<file path="src/rtl/pulse_sched_pkg.sv">
// Shared types and defaults for the pulse scheduler.
// Imported by the top module and the bench.
package pulse_sched_pkg;

  localparam int N_DEF  = 8;
  localparam int CH_DEF = 4;
  localparam int CW_DEF = $clog2(CH_DEF);

  typedef enum logic {
    IDLE,
    PRESENT
  } state_t;

  typedef logic [CW_DEF-1:0] ch_idx_t;

endpackage

</file>
<file path="src/rtl/pulse_sched_channel.sv">
// One periodic source: period register, run enable and tick counter.
// Expiry is combinational and is suppressed by a same-cycle config write.
module pulse_sched_channel #(
  parameter int N = 8
) (
  input  logic         clk,
  input  logic         rst,
  input  logic         ena,
  input  logic         cfg_we,
  input  logic [N-1:0] cfg_ticks,
  input  logic         cfg_enable,
  output logic         expiry
);

  logic [N-1:0] r_ticks;
  logic [N-1:0] r_cnt;
  logic         r_en;
  logic         w_hit;

  assign w_hit  = (r_cnt == r_ticks);
  assign expiry = r_en & ena & w_hit & ~cfg_we;

  always_ff @(posedge clk or posedge rst) begin
    if (rst) begin
      r_ticks <= '0;
      r_cnt   <= '0;
      r_en    <= 1'b0;
    end else if (cfg_we) begin
      r_ticks <= cfg_ticks;
      r_en    <= cfg_enable;
      r_cnt   <= '0;
    end else if (!r_en) begin
      r_cnt <= '0;
    end else if (ena) begin
      r_cnt <= w_hit ? '0 : r_cnt + 1'b1;
    end
  end

endmodule

</file>
<file path="src/rtl/pulse_scheduler.sv">
// Time-shares expiry events from CHANNELS periodic sources onto
// one valid/ready port through a round-robin arbiter.
module pulse_scheduler
  import pulse_sched_pkg::*;
#(
  parameter int N        = N_DEF,
  parameter int CHANNELS = CH_DEF,
  localparam int CW      = $clog2(CHANNELS)
) (
  input  logic                clk,
  input  logic                rst,
  input  logic                ena,
  input  logic                cfg_we,
  input  logic [CW-1:0]       cfg_ch,
  input  logic [N-1:0]        cfg_ticks,
  input  logic                cfg_enable,
  output logic                event_valid,
  input  logic                event_ready,
  output logic [CW-1:0]       event_ch,
  output logic [CHANNELS-1:0] pending,
  output logic [CHANNELS-1:0] overrun
);

  state_t              r_state;
  state_t              w_state_nxt;
  logic                r_event_valid;
  logic                w_valid_nxt;
  logic [CW-1:0]       r_event_ch;
  logic [CW-1:0]       w_ch_nxt;
  logic [CW-1:0]       r_rr;
  logic [CW-1:0]       w_rr_nxt;
  logic [CHANNELS-1:0] r_pending;
  logic [CHANNELS-1:0] r_overrun;
  logic [CHANNELS-1:0] w_pend_nxt;
  logic [CHANNELS-1:0] w_ov_nxt;
  logic [CHANNELS-1:0] w_expiry;
  logic [CHANNELS-1:0] w_cfg_sel;
  logic [CHANNELS-1:0] w_pres;
  logic [CHANNELS-1:0] w_hs_clr;
  logic [CHANNELS-1:0] w_req;
  logic                w_hs;
  logic                w_found;
  logic [CW-1:0]       w_pick;

  assign w_hs        = r_event_valid & event_ready;
  assign event_valid = r_event_valid;
  assign event_ch    = r_event_ch;
  assign pending     = r_pending;
  assign overrun     = r_overrun;

  // Out-of-range cfg_ch matches no lane, so the write is dropped.
  for (genvar g = 0; g < CHANNELS; g++) begin : g_ch
    assign w_cfg_sel[g] = cfg_we && (cfg_ch == CW'(g));
    assign w_pres[g]    = (r_state == PRESENT) && (r_event_ch == CW'(g));
    assign w_hs_clr[g]  = w_hs && (r_event_ch == CW'(g));

    pulse_sched_channel #(
      .N (N)
    ) u_ch (
      .clk        (clk),
      .rst        (rst),
      .ena        (ena),
      .cfg_we     (w_cfg_sel[g]),
      .cfg_ticks  (cfg_ticks),
      .cfg_enable (cfg_enable),
      .expiry     (w_expiry[g])
    );
  end

  always_comb begin
    w_pend_nxt = r_pending;
    w_ov_nxt   = r_overrun;
    for (int i = 0; i < CHANNELS; i++) begin
      if (w_cfg_sel[i] && !w_pres[i]) begin
        w_pend_nxt[i] = 1'b0;
      end else if (w_expiry[i]) begin
        if (r_pending[i] && !w_hs_clr[i])
          w_ov_nxt[i] = 1'b1;
        w_pend_nxt[i] = 1'b1;
      end else if (w_hs_clr[i]) begin
        w_pend_nxt[i] = 1'b0;
      end
      if (w_cfg_sel[i])
        w_ov_nxt[i] = 1'b0;
    end
  end

  // Bits being wiped by a config write this cycle are not eligible.
  assign w_req = r_pending & ~(w_cfg_sel & ~w_pres);

  always_comb begin
    int idx;
    w_found = 1'b0;
    w_pick  = '0;
    for (int k = 0; k < CHANNELS; k++) begin
      idx = int'(r_rr) + k;
      if (idx >= CHANNELS)
        idx = idx - CHANNELS;
      if (!w_found && w_req[idx]) begin
        w_found = 1'b1;
        w_pick  = CW'(idx);
      end
    end
  end

  always_comb begin
    w_state_nxt = r_state;
    w_valid_nxt = r_event_valid;
    w_ch_nxt    = r_event_ch;
    w_rr_nxt    = r_rr;
    unique case (r_state)
      IDLE: begin
        if (w_found) begin
          w_state_nxt = PRESENT;
          w_valid_nxt = 1'b1;
          w_ch_nxt    = w_pick;
        end
      end
      PRESENT: begin
        if (event_ready) begin
          w_state_nxt = IDLE;
          w_valid_nxt = 1'b0;
          if (r_event_ch == CW'(CHANNELS - 1))
            w_rr_nxt = '0;
          else
            w_rr_nxt = r_event_ch + 1'b1;
        end
      end
    endcase
  end

  always_ff @(posedge clk or posedge rst) begin
    if (rst) begin
      r_state       <= IDLE;
      r_event_valid <= 1'b0;
      r_event_ch    <= '0;
      r_rr          <= '0;
      r_pending     <= '0;
      r_overrun     <= '0;
    end else begin
      r_state       <= w_state_nxt;
      r_event_valid <= w_valid_nxt;
      r_event_ch    <= w_ch_nxt;
      r_rr          <= w_rr_nxt;
      r_pending     <= w_pend_nxt;
      r_overrun     <= w_ov_nxt;
    end
  end

endmodule
</file>
<file path="config.mk">
export PLATFORM = sky130hd
export DESIGN_NAME = pulse_scheduler
export DESIGN_NICKNAME = d
export VERILOG_FILES = /design/src/rtl/pulse_sched_pkg.sv /design/src/rtl/pulse_sched_channel.sv /design/src/rtl/pulse_scheduler.sv
export SDC_FILE = /design/constraint.sdc
export NUM_CORES = 1
export LEC_CHECK = 0
export ABC_AREA = 1
export CAP_MARGIN = 20
export CORE_MARGIN = 2
export CORE_UTILIZATION = 60
export CTS_BUF_LIST = sky130_fd_sc_hd__clkbuf_16
export CTS_CLUSTER_DIAMETER = 50
export DETAILED_ROUTE_END_ITERATION = 10
export PLACE_DENSITY = 0.92
export SLEW_MARGIN = 5
export SYNTH_ARGS = -nofsm -noshare
export SYNTH_HDL_FRONTEND = slang
export SYNTH_SLANG_ARGS = --single-unit
</file>
<file path="constraint.sdc">
create_clock -name clk -period 6.7 [get_ports clk]
set_input_delay 0.67 -clock clk [delete_from_list [all_inputs] [get_ports clk]]
set_output_delay 0.67 -clock clk [all_outputs]
set_load 0.02 [all_outputs]
</file>
==> results.json, run 1 <==
{
  "finalNetCount": 595,
  "syn_to_final_growth_pct": 16.7,
  "synth_area_um2": 4280,
  "grt_max_degree": 83,
  "reg2reg_to": "event_ch[1]$_DFFE_PP0P_",
  "outcome": "completed",
  "power_mw": 1.56,
  "core-area_um2": 6830,
  "grt_first_pass_wirelength_mm": 17.5,
  "hold_path.class": "reg2reg",
  "dieArea_um2": 7820,
  "end_kind": "flop",
  "dieWidth_um": 88.4,
  "synth_top_cell_by_area": "dfrtp_1",
  "finClkSkew_ps": 4.87,
  "synth_fp_nets": 561,
  "p_per_area_nw_per_um2": 313,
  "critical_path_peak_fanout": 19,
  "initial_utilization_pct": 62.6,
  "synth_edf_count": 0,
  "tns_ps": 0,
  "synth.yosys.warnings": 0,
  "ant_nets": 0,
  "layout_commonest_cell": "nand2_1",
  "grtUsageTotal_pct": 29.3,
  "ir_drop_mv": 0.284,
  "wirelength_mm": 10.6,
  "reg2reg_from": "event_ch[0]$_DFFE_PP0P_",
  "cp-startpoint": "cfg_ch[0]",
  "worstSetupEndpoint": "g_ch[0].u_ch.r_cnt[2]$_DFFE_PP0P_",
  "drc_errors": 0,
  "vias": 3895,
  "synthMuxAreaShare_pct": 0,
  "grt_overflow": 0,
  "drive_gt1_share_pct": 9.72,
  "synth_area_per_cell_um2": 7.96,
  "yosys_register_bits": 82,
  "fin_crit_sh_pct": 35.5,
  "wire_per_inst_um": 15.8,
  "cts_buffers": 9,
  "synth_top_area_share_pct": 48.0,
  "synthDistinctLibCells": 36,
  "drv_cap": 0,
  "firstDrtPassIters": 6,
  "cp-start-kind": "input port",
  "ctsHoldBuffers": 0,
  "core.rowCount": 30,
  "final_cell_mix": "131 x nand2_1, 82 x dfrtp_1, 61 x inv_1",
  "syn_inst": 537,
  "reg2reg_slack_ps": 4840,
  "worst_slew_pin_slew_ps": 584,
  "synthTopCellsByArea": "dfrtp_1 48%, nand2_1 12%, o21ai_0 6.0%, inv_1 5.4%, nand3_1 4.4%",
  "drv_slew": 0,
  "crit_type": "in2reg",
  "viasPerCell": 5.80,
  "synth_adder_area_share_pct": 2.34,
  "max_freq_mhz": 420,
  "r2r_cells": 12,
  "synth-main-ff-cell": "dfrtp_1",
  "place_congestion": 0.998,
  "cts.sinks": 82,
  "synth-simple-area-share_pct": 28.4,
  "initialDrtViolationCount": 394,
  "diodes": 0,
  "io_buffers": 26,
  "arrival_ps": 2600,
  "cp.required_ps": 6920,
  "clkSlewWorstSetupHoldPaths_ps": 60,
  "ys_seq_area_share_pct": 48.0,
  "leakagePower_nw": 2.31,
  "insertion_delay_ps": 340,
  "io_pins": 27,
  "dp_hpwl_mm": 7.20,
  "die_h_um": 88.4,
  "cts_resized": 0,
  "synth_xor_area_share_pct": 3.28,
  "setup_viol": 0,
  "finalHoldViolations": 0,
  "clk_path_buf_depth": 2,
  "synth_top_family_by_area": "simple AND/OR/NAND/NOR gates",
  "cts_root_buf": "clkbuf_16",
  "cts_setup_buffers": 0,
  "cts_tree": "built",
  "async_reset_ff_share_pct": 100,
  "max_slew_margin_pct": 60.7,
  "antenna_found_initial": 0,
  "htreeDepth": 3,
  "grt_pass1_vias": 3807,
  "synth_compound_area_share_pct": 11.6,
  "rsz0062_at_grt": "no",
  "min_period_ps": 2380
}
layout make-up:
type / count / area, um2
Clock buffer: 9 / 225
Clock inverter: 7 / 93.8
Fill cell: 471 / 1840
Inverter: 68 / 256
Multi-Input combinational cell: 382 / 1950
Sequential cell: 82 / 2050
Tap cell: 96 / 120
Timing Repair Buffer: 28 / 295
report_power, final:
group | internal [mW] | total, mW | leakage, nW | switching [mW]
Combinational | 0.152 | 0.397 | 1.08 | 0.245
Clock | 0.326 | 0.526 | 0.155 | 0.200
Sequential | 0.561 | 0.640 | 1.08 | 0.0787
worst min path at each step:
| stage | from | endpoint | slack, ps | depth (start not counted) |
|---|---|---|---|---|
| 2_1_floorplan | g_ch[0].u_ch.r_ticks[2]$_DFFE_PP0N_ | g_ch[0].u_ch.r_ticks[2]$_DFFE_PP0N_ | 450 | 2 |
| 3_3_place_gp | g_ch[0].u_ch.r_ticks[2]$_DFFE_PP0N_ | g_ch[0].u_ch.r_ticks[2]$_DFFE_PP0N_ | 470 | 2 |
| 3_5_place_dp | g_ch[0].u_ch.r_ticks[2]$_DFFE_PP0N_ | g_ch[0].u_ch.r_ticks[2]$_DFFE_PP0N_ | 480 | 2 |
| 4_1_cts | g_ch[2].u_ch.r_ticks[7]$_DFFE_PP0N_ | g_ch[2].u_ch.r_ticks[7]$_DFFE_PP0N_ | 510 | 2 |
| 5_1_grt | g_ch[1].u_ch.r_ticks[7]$_DFFE_PP0N_ | g_ch[1].u_ch.r_ticks[7]$_DFFE_PP0N_ | 540 | 2 |
| 6_report | g_ch[2].u_ch.r_ticks[7]$_DFFE_PP0N_ | g_ch[2].u_ch.r_ticks[7]$_DFFE_PP0N_ | 500 | 2 |
through the flow:
| step | cell area (um2) | worst slack (ps) | utilization [%] | instances | hold slack (ps) |
|---|---|---|---|---|---|
| final | 4990 | 4320 | 73.1 | 672 | 503 |
| after global routing | 4990 | 4160 | 73.1 | 672 | 543 |
| after CTS | 4960 | 4380 | 72.7 | 671 | 506 |
| after detailed placement | 4640 | 4050 | 68.0 | 655 | 480 |
| after global placement | 4640 | 4170 | 68.0 | 655 | 470 |
| after floorplan | 4280 | 3920 | - | 537 | 453 |
state kept, by name, indices dropped and copies added, names as in the netlist:
register,flops
event_valid,1
g_ch.u_ch.r_ticks,32
r_state,1
event_ch,2
g_ch.u_ch.r_en,4
r_rr,2
overrun,4
g_ch.u_ch.r_cnt,32
pending,4
cell families after synthesis:
logic type	Yosys count
AOI/OAI and AO/OA	90
xor gates and xnor gates	16
adders and majority gates	8
buffers and inverters	73
DFF	82
and+or+nand+nor	268
synthesized netlist by cell type (2+ instances only):
master and n:
and3_1 2, dfrtp_1 82, o21ai_0 51, nand3_1 38, nor2_1 41, xor2_1 7, nand4_1 12, nor2_2 5
o21a_1 2, nor3_1 9, clkbuf_1 4, nand2_1 131, inv_1 62, or2_2 16, xnor2_1 9, o22ai_1 5
a21oi_1 23, nor3_2 2, nand2_2 7, inv_2 5, a32o_1 2, ha_1 8
critical path, stage by stage:
cell	delay, ps
clkdlybuf4s50_1	540
nor2_1	90
nand2_2	250
nand2_1	200
nor2_1	400
inv_1	210
a21oi_1	180
a21oi_1	60
routing by layer:
| layer | vias up | routed length (um) | track usage (%) |
|---|---|---|---|
| met2 | 233 | 5330 | 50.3 |
| li1 | 1814 | - | - |
| met1 | 1798 | 4190 | 36.7 |
| met5 | - | 0 | 0 |
| met3 | 50 | 697 | 3.73 |
| met4 | 0 | 393 | 14.5 |
Power figures use the tool's default switching activity.
==> inputs of run 2 (changes only) <==
CORE_UTILIZATION = 54   (was 60)
PLACE_DENSITY = 0.88   (was 0.92)
clock period = 2.1 ns   (was 6.7 ns; I/O delays follow)
==> run 2 against run 1 <==
Count of clock-buffer cells in the layout did not move. Sequential cell count unchanged. Non-clock buffer count increased by 4. Die area grew 11%. Sequential power grew to 3.2 times the previous value. First-iteration DRC count fell by 16%. Routed wire length shrank 7.8%. Critical path depth rose by 4. Hold slack worse by 300 ps. Global-route usage shrank 5.1 points.
==> results.json, run 2 (synthesis results as in run 1) <==
{
  "die_h_um": 93.0,
  "ir_drop_mv": 0.763,
  "rsz0062_at_grt": "no",
  "tns_ps": 0,
  "finalNetCount": 599,
  "ctsHoldBuffers": 0,
  "htreeDepth": 3,
  "outcome": "completed",
  "end_kind": "flop",
  "dp_hpwl_mm": 7.02,
  "grt_overflow": 0,
  "final_cell_mix": "131 x nand2_1, 82 x dfrtp_1, 61 x inv_1",
  "clk_path_buf_depth": 2,
  "cts_resized": 0,
  "finalHoldViolations": 0,
  "p_comb_share_pct": 26.2,
  "cts_buffers": 9,
  "max_freq_mhz": 536,
  "setup_viol": 0,
  "diodes": 0,
  "drv_slew": 0,
  "insertion_delay_ps": 340,
  "io_pins": 27,
  "initialDrtViolationCount": 331,
  "arrival_ps": 2100,
  "cts.sinks": 82,
  "ant_nets": 0,
  "core-area_um2": 7690,
  "antenna_found_initial": 0,
  "dieArea_um2": 8650,
  "critical_path_peak_fanout": 6,
  "grt_max_degree": 69,
  "drv_cap": 0,
  "syn_to_final_growth_pct": 16.5,
  "grt_first_pass_wirelength_mm": 16.4,
  "drc_errors": 0,
  "dieWidth_um": 93.0,
  "finClkSkew_ps": 6.67,
  "wirelength_mm": 9.79,
  "wire_per_inst_um": 14.3,
  "p_switching_mw": 1.67,
  "design_area_um2": 4980,
  "cell_internal_pwr_mw": 3.08,
  "place_congestion": 0.941,
  "worst_slew_pin_slew_ps": 477,
  "reg2reg_to": "event_ch[1]$_DFFE_PP0P_",
  "dpl_cell_area_um2": 4700,
  "reg.largest.list": "g_ch.u_ch.r_cnt x32, g_ch.u_ch.r_ticks x32",
  "swShare_pct": 35.1,
  "drive_gt1_share_pct": 10.7,
  "grtUsageTotal_pct": 24.2,
  "hold_path.class": "in2async",
  "clkSlewWorstSetupHoldPaths_ps": 70,
  "pwr-share-seq_pct": 42.7,
  "power_mw": 4.75,
  "hold_slack_ps": 201,
  "grt_pass1_vias": 3613,
  "r2r_cells": 12,
  "vias": 3782,
  "leakagePower_nw": 2.30,
  "initial_utilization_pct": 55.6,
  "max_slew_margin_pct": 68.0,
  "min_period_ps": 1870,
  "cts_setup_buffers": 0,
  "cp-start-kind": "flop",
  "reg2reg_from": "event_ch[0]$_DFFE_PP0P_",
  "reg2reg_slack_ps": 230,
  "io_buffers": 26,
  "fin_crit_sh_pct": 88.8,
  "layout_commonest_cell": "nand2_1",
  "core.rowCount": 32,
  "cp.required_ps": 2340,
  "p_clk_share_pct": 31.1,
  "crit_type": "reg2reg",
  "firstDrtPassIters": 5,
  "p_per_area_nw_per_um2": 954,
  "cts_root_buf": "clkbuf_16",
  "viasPerCell": 5.55,
  "cts_tree": "built"
}
-- run 2: changes by cell type in the layout (fill, tap and decap cells not counted), sizes merged --
cell      change
buf           +4
bufinv        -2
clkinvlp      +3
clkinv        -4
inv           +3
-- run 2: worst max-delay path: stages, from the launching register on --
cell     delay, ps
dfrtp_1        450
inv_1          100
ha_1           220
nand2_1         90
nand2_1        100
nand3_1        130
nand2_2        120
o21ai_4        180
nand4_2        110
nand2_2        120
inv_1           50
nand2_1         50
nand2_1         40
-- run 2: metal layers --
layer / global-route usage, % / wire length (um)
met2: 38.0 / 4710
met4: 12.4 / 313
met5: 0 / 0
met1: 32.5 / 4170
met3: 4.27 / 592
-- run 2: cell type report --
class	count	area (um2)
Fill cell	629	2710
Timing Repair Buffer	32	318
Clock buffer	9	225
Multi-Input combinational cell	382	1950
Tap cell	102	128
Inverter	68	259
Sequential cell	82	2050
Clock inverter	7	51.3
-- run 2: through the flow --
stage / util (%) / worst slack [ps] / instances
2_1_floorplan: - / 351 / 537
3_3_place_gp: 61.2 / 149 / 666
3_5_place_dp: 61.2 / 69.1 / 666
4_1_cts: 64.8 / 242 / 682
5_1_grt: 64.8 / 58.3 / 682
6_report: 64.8 / 234 / 682
-- run 2: worst max-delay path by stage --
stage | startpoint | end | slack [ps] | cells past startpoint
final | event_ch[0]$_DFFE_PP0P_ | event_ch[1]$_DFFE_PP0P_ | 230 | 12
after floorplan | event_ch[0]$_DFFE_PP0P_ | event_ch[1]$_DFFE_PP0P_ | 350 | 12
after global placement | cfg_we | event_ch[1]$_DFFE_PP0P_ | 150 | 12
after detailed placement | cfg_we | event_ch[1]$_DFFE_PP0P_ | 70 | 12
after CTS | event_ch[0]$_DFFE_PP0P_ | event_ch[1]$_DFFE_PP0P_ | 240 | 12
after global routing | event_ch[0]$_DFFE_PP0P_ | event_ch[1]$_DFFE_PP0P_ | 60 | 12
-- run 2: power by group through the flow --
stage	clock (mW)	combinational [mW]	sequential (mW)
floorplan	0	0.865	2.02
global placement	0	1.17	2.04
detailed placement	0	1.22	2.04
CTS	1.49	1.23	2.02
global route	1.56	1.39	2.06
finish	1.48	1.24	2.03
==> inputs of run 3 (changes only) <==
PLACE_DENSITY = 0.73   (was 0.88)
==> run 3 against run 2 <==
Global-route usage barely moved. Cell area rose by 0.98%. Cell count up 0.15%. Sequential cell count stayed put. First-iteration DRC count decreased by 29%. Routed wire length decreased by 2.7%. Critical endpoint unchanged. Non-clock buffer count grew 1. Setup slack better by 34 ps. Clock skew hardly changed.
==> results.json, run 3 (synthesis results as in run 1) <==
{
  "drc_errors": 0,
  "setup_viol": 0,
  "outcome": "completed",
  "grt_first_pass_wirelength_mm": 16.5,
  "grt_max_degree": 83,
  "io_buffers": 26,
  "firstDrtPassIters": 5,
  "drv_slew": 0,
  "grt_pass1_vias": 3552,
  "tns_ps": 0,
  "ant_nets": 0,
  "wirelength_mm": 9.52,
  "initialDrtViolationCount": 235,
  "ir_drop_mv": 0.611,
  "fin_crit_sh_pct": 87.2,
  "wl_met2_mm": 4.73,
  "finClkSkew_ps": 7.15,
  "p_per_area_nw_per_um2": 979,
  "grtUsageTotal_pct": 24.2,
  "io_pins": 27,
  "min_period_ps": 1830,
  "cp.required_ps": 2320,
  "initial_utilization_pct": 55.6,
  "maxUsedRoutingLayer": "met4",
  "route.met3.wl_um": 374,
  "drv_cap": 0,
  "diodes": 0,
  "crit_type": "reg2reg",
  "clk_path_buf_depth": 2,
  "dieWidth_um": 93.0,
  "insertion_delay_ps": 340,
  "place_congestion": 0.860,
  "met1_length_mm": 4.27,
  "grt_overflow": 0,
  "dieArea_um2": 8650,
  "cts_root_buf": "clkbuf_16",
  "end_kind": "flop",
  "finalHoldViolations": 0,
  "drive_gt1_share_pct": 10.5,
  "power_mw": 4.92,
  "leakagePower_nw": 2.33,
  "wire_per_inst_um": 13.9,
  "cts_tree": "built",
  "cp-start-kind": "flop",
  "arrival_ps": 2060,
  "syn_to_final_growth_pct": 17.6,
  "max_freq_mhz": 546,
  "finalNetCount": 600,
  "core.rowCount": 32,
  "dp_hpwl_mm": 7.08,
  "die_h_um": 93.0,
  "worst_slew_pin_slew_ps": 511,
  "cts_setup_buffers": 0,
  "vias": 3675,
  "max_slew_margin_pct": 65.6,
  "reg.largest.list": "g_ch.u_ch.r_cnt x32, g_ch.u_ch.r_ticks x32",
  "critical_path_peak_fanout": 6,
  "antenna_found_initial": 0,
  "cts_resized": 0,
  "hold_path.class": "in2async",
  "rsz0062_at_grt": "no",
  "final_cell_mix": "131 x nand2_1, 82 x dfrtp_1, 62 x inv_1",
  "viasPerCell": 5.38,
  "final.fill_count": 687,
  "core-area_um2": 7690,
  "clkSlewWorstSetupHoldPaths_ps": 60,
  "htreeDepth": 3,
  "layout_commonest_cell": "nand2_1",
  "cts_buffers": 9,
  "ctsHoldBuffers": 0,
  "cts.sinks": 82
}
## run 3: through the flow
stage / cells / setup slack (ps) / util, % / hold slack (ps) / cell area (um2)
floorplan: 537 / 351 / - / 306 / 4280
global placement: 667 / 129 / 61.3 / 467 / 4710
detailed placement: 667 / 80.3 / 61.3 / 473 / 4710
CTS: 683 / 246 / 65.4 / 365 / 5030
global route: 683 / 33.5 / 65.4 / 396 / 5030
finish: 683 / 268 / 65.4 / 332 / 5030
## run 3: cell type report
cell class	instances	area [um2]	share of cell area [%]
repair buffers	33	325	6.47
clock inverters	7	92.6	1.84
inverters	68	259	5.15
flip-flops and latches	82	2050	40.8
multi-input cells	382	1950	38.7
well taps	102	128	2.54
clock buffers	9	225	4.48
## run 3: power by group
part	leakage (nW)	total, mW	internal [mW]	switching, mW
Sequential	1.08	2.03	1.79	0.238
Clock	0.155	1.66	1.04	0.623
Combinational	1.10	1.23	0.487	0.744
Total	2.33	4.92	3.32	1.60
## run 3: final timing paths
kind | cells after the start | start | slack, ps | to
max in group asynchronous | 3 | rst | 1430 | pending[2]$_DFFE_PP0P_
worst max-delay path | 12 | event_ch[0]$_DFFE_PP0P_ | 270 | event_ch[1]$_DFFE_PP0P_
worst max register to register | 12 | event_ch[0]$_DFFE_PP0P_ | 270 | event_ch[1]$_DFFE_PP0P_
worst min-delay path | 3 | rst | 330 | g_ch[2].u_ch.r_cnt[6]$_DFFE_PP0P_
worst min register to register | 2 | g_ch[0].u_ch.r_ticks[2]$_DFFE_PP0N_ | 490 | g_ch[0].u_ch.r_ticks[2]$_DFFE_PP0N_
min in group clk | 3 | cfg_ticks[1] | 470 | g_ch[3].u_ch.r_ticks[1]$_DFFE_PP0N_
## run 3: per-layer routing
| layer | vias up | global-route usage (%) |
|---|---|---|
| li1 | 1824 | - |
| met5 | - | 0 |
| met3 | 12 | 4.11 |
| met4 | 0 | 8.33 |
| met1 | 1752 | 31.6 |
| met2 | 87 | 41.2 |
## run 3: worst max-delay path: stages (launching register included)
cell and delay [ps]:
dfrtp_1 450, inv_1 90, ha_1 220, nand2_1 70
nand3_1 130, nand3_1 150, nand3_1 140, o21ai_4 110
nand4_2 110, nand2_2 120, inv_1 40, nand2_1 50
nand2_1 50
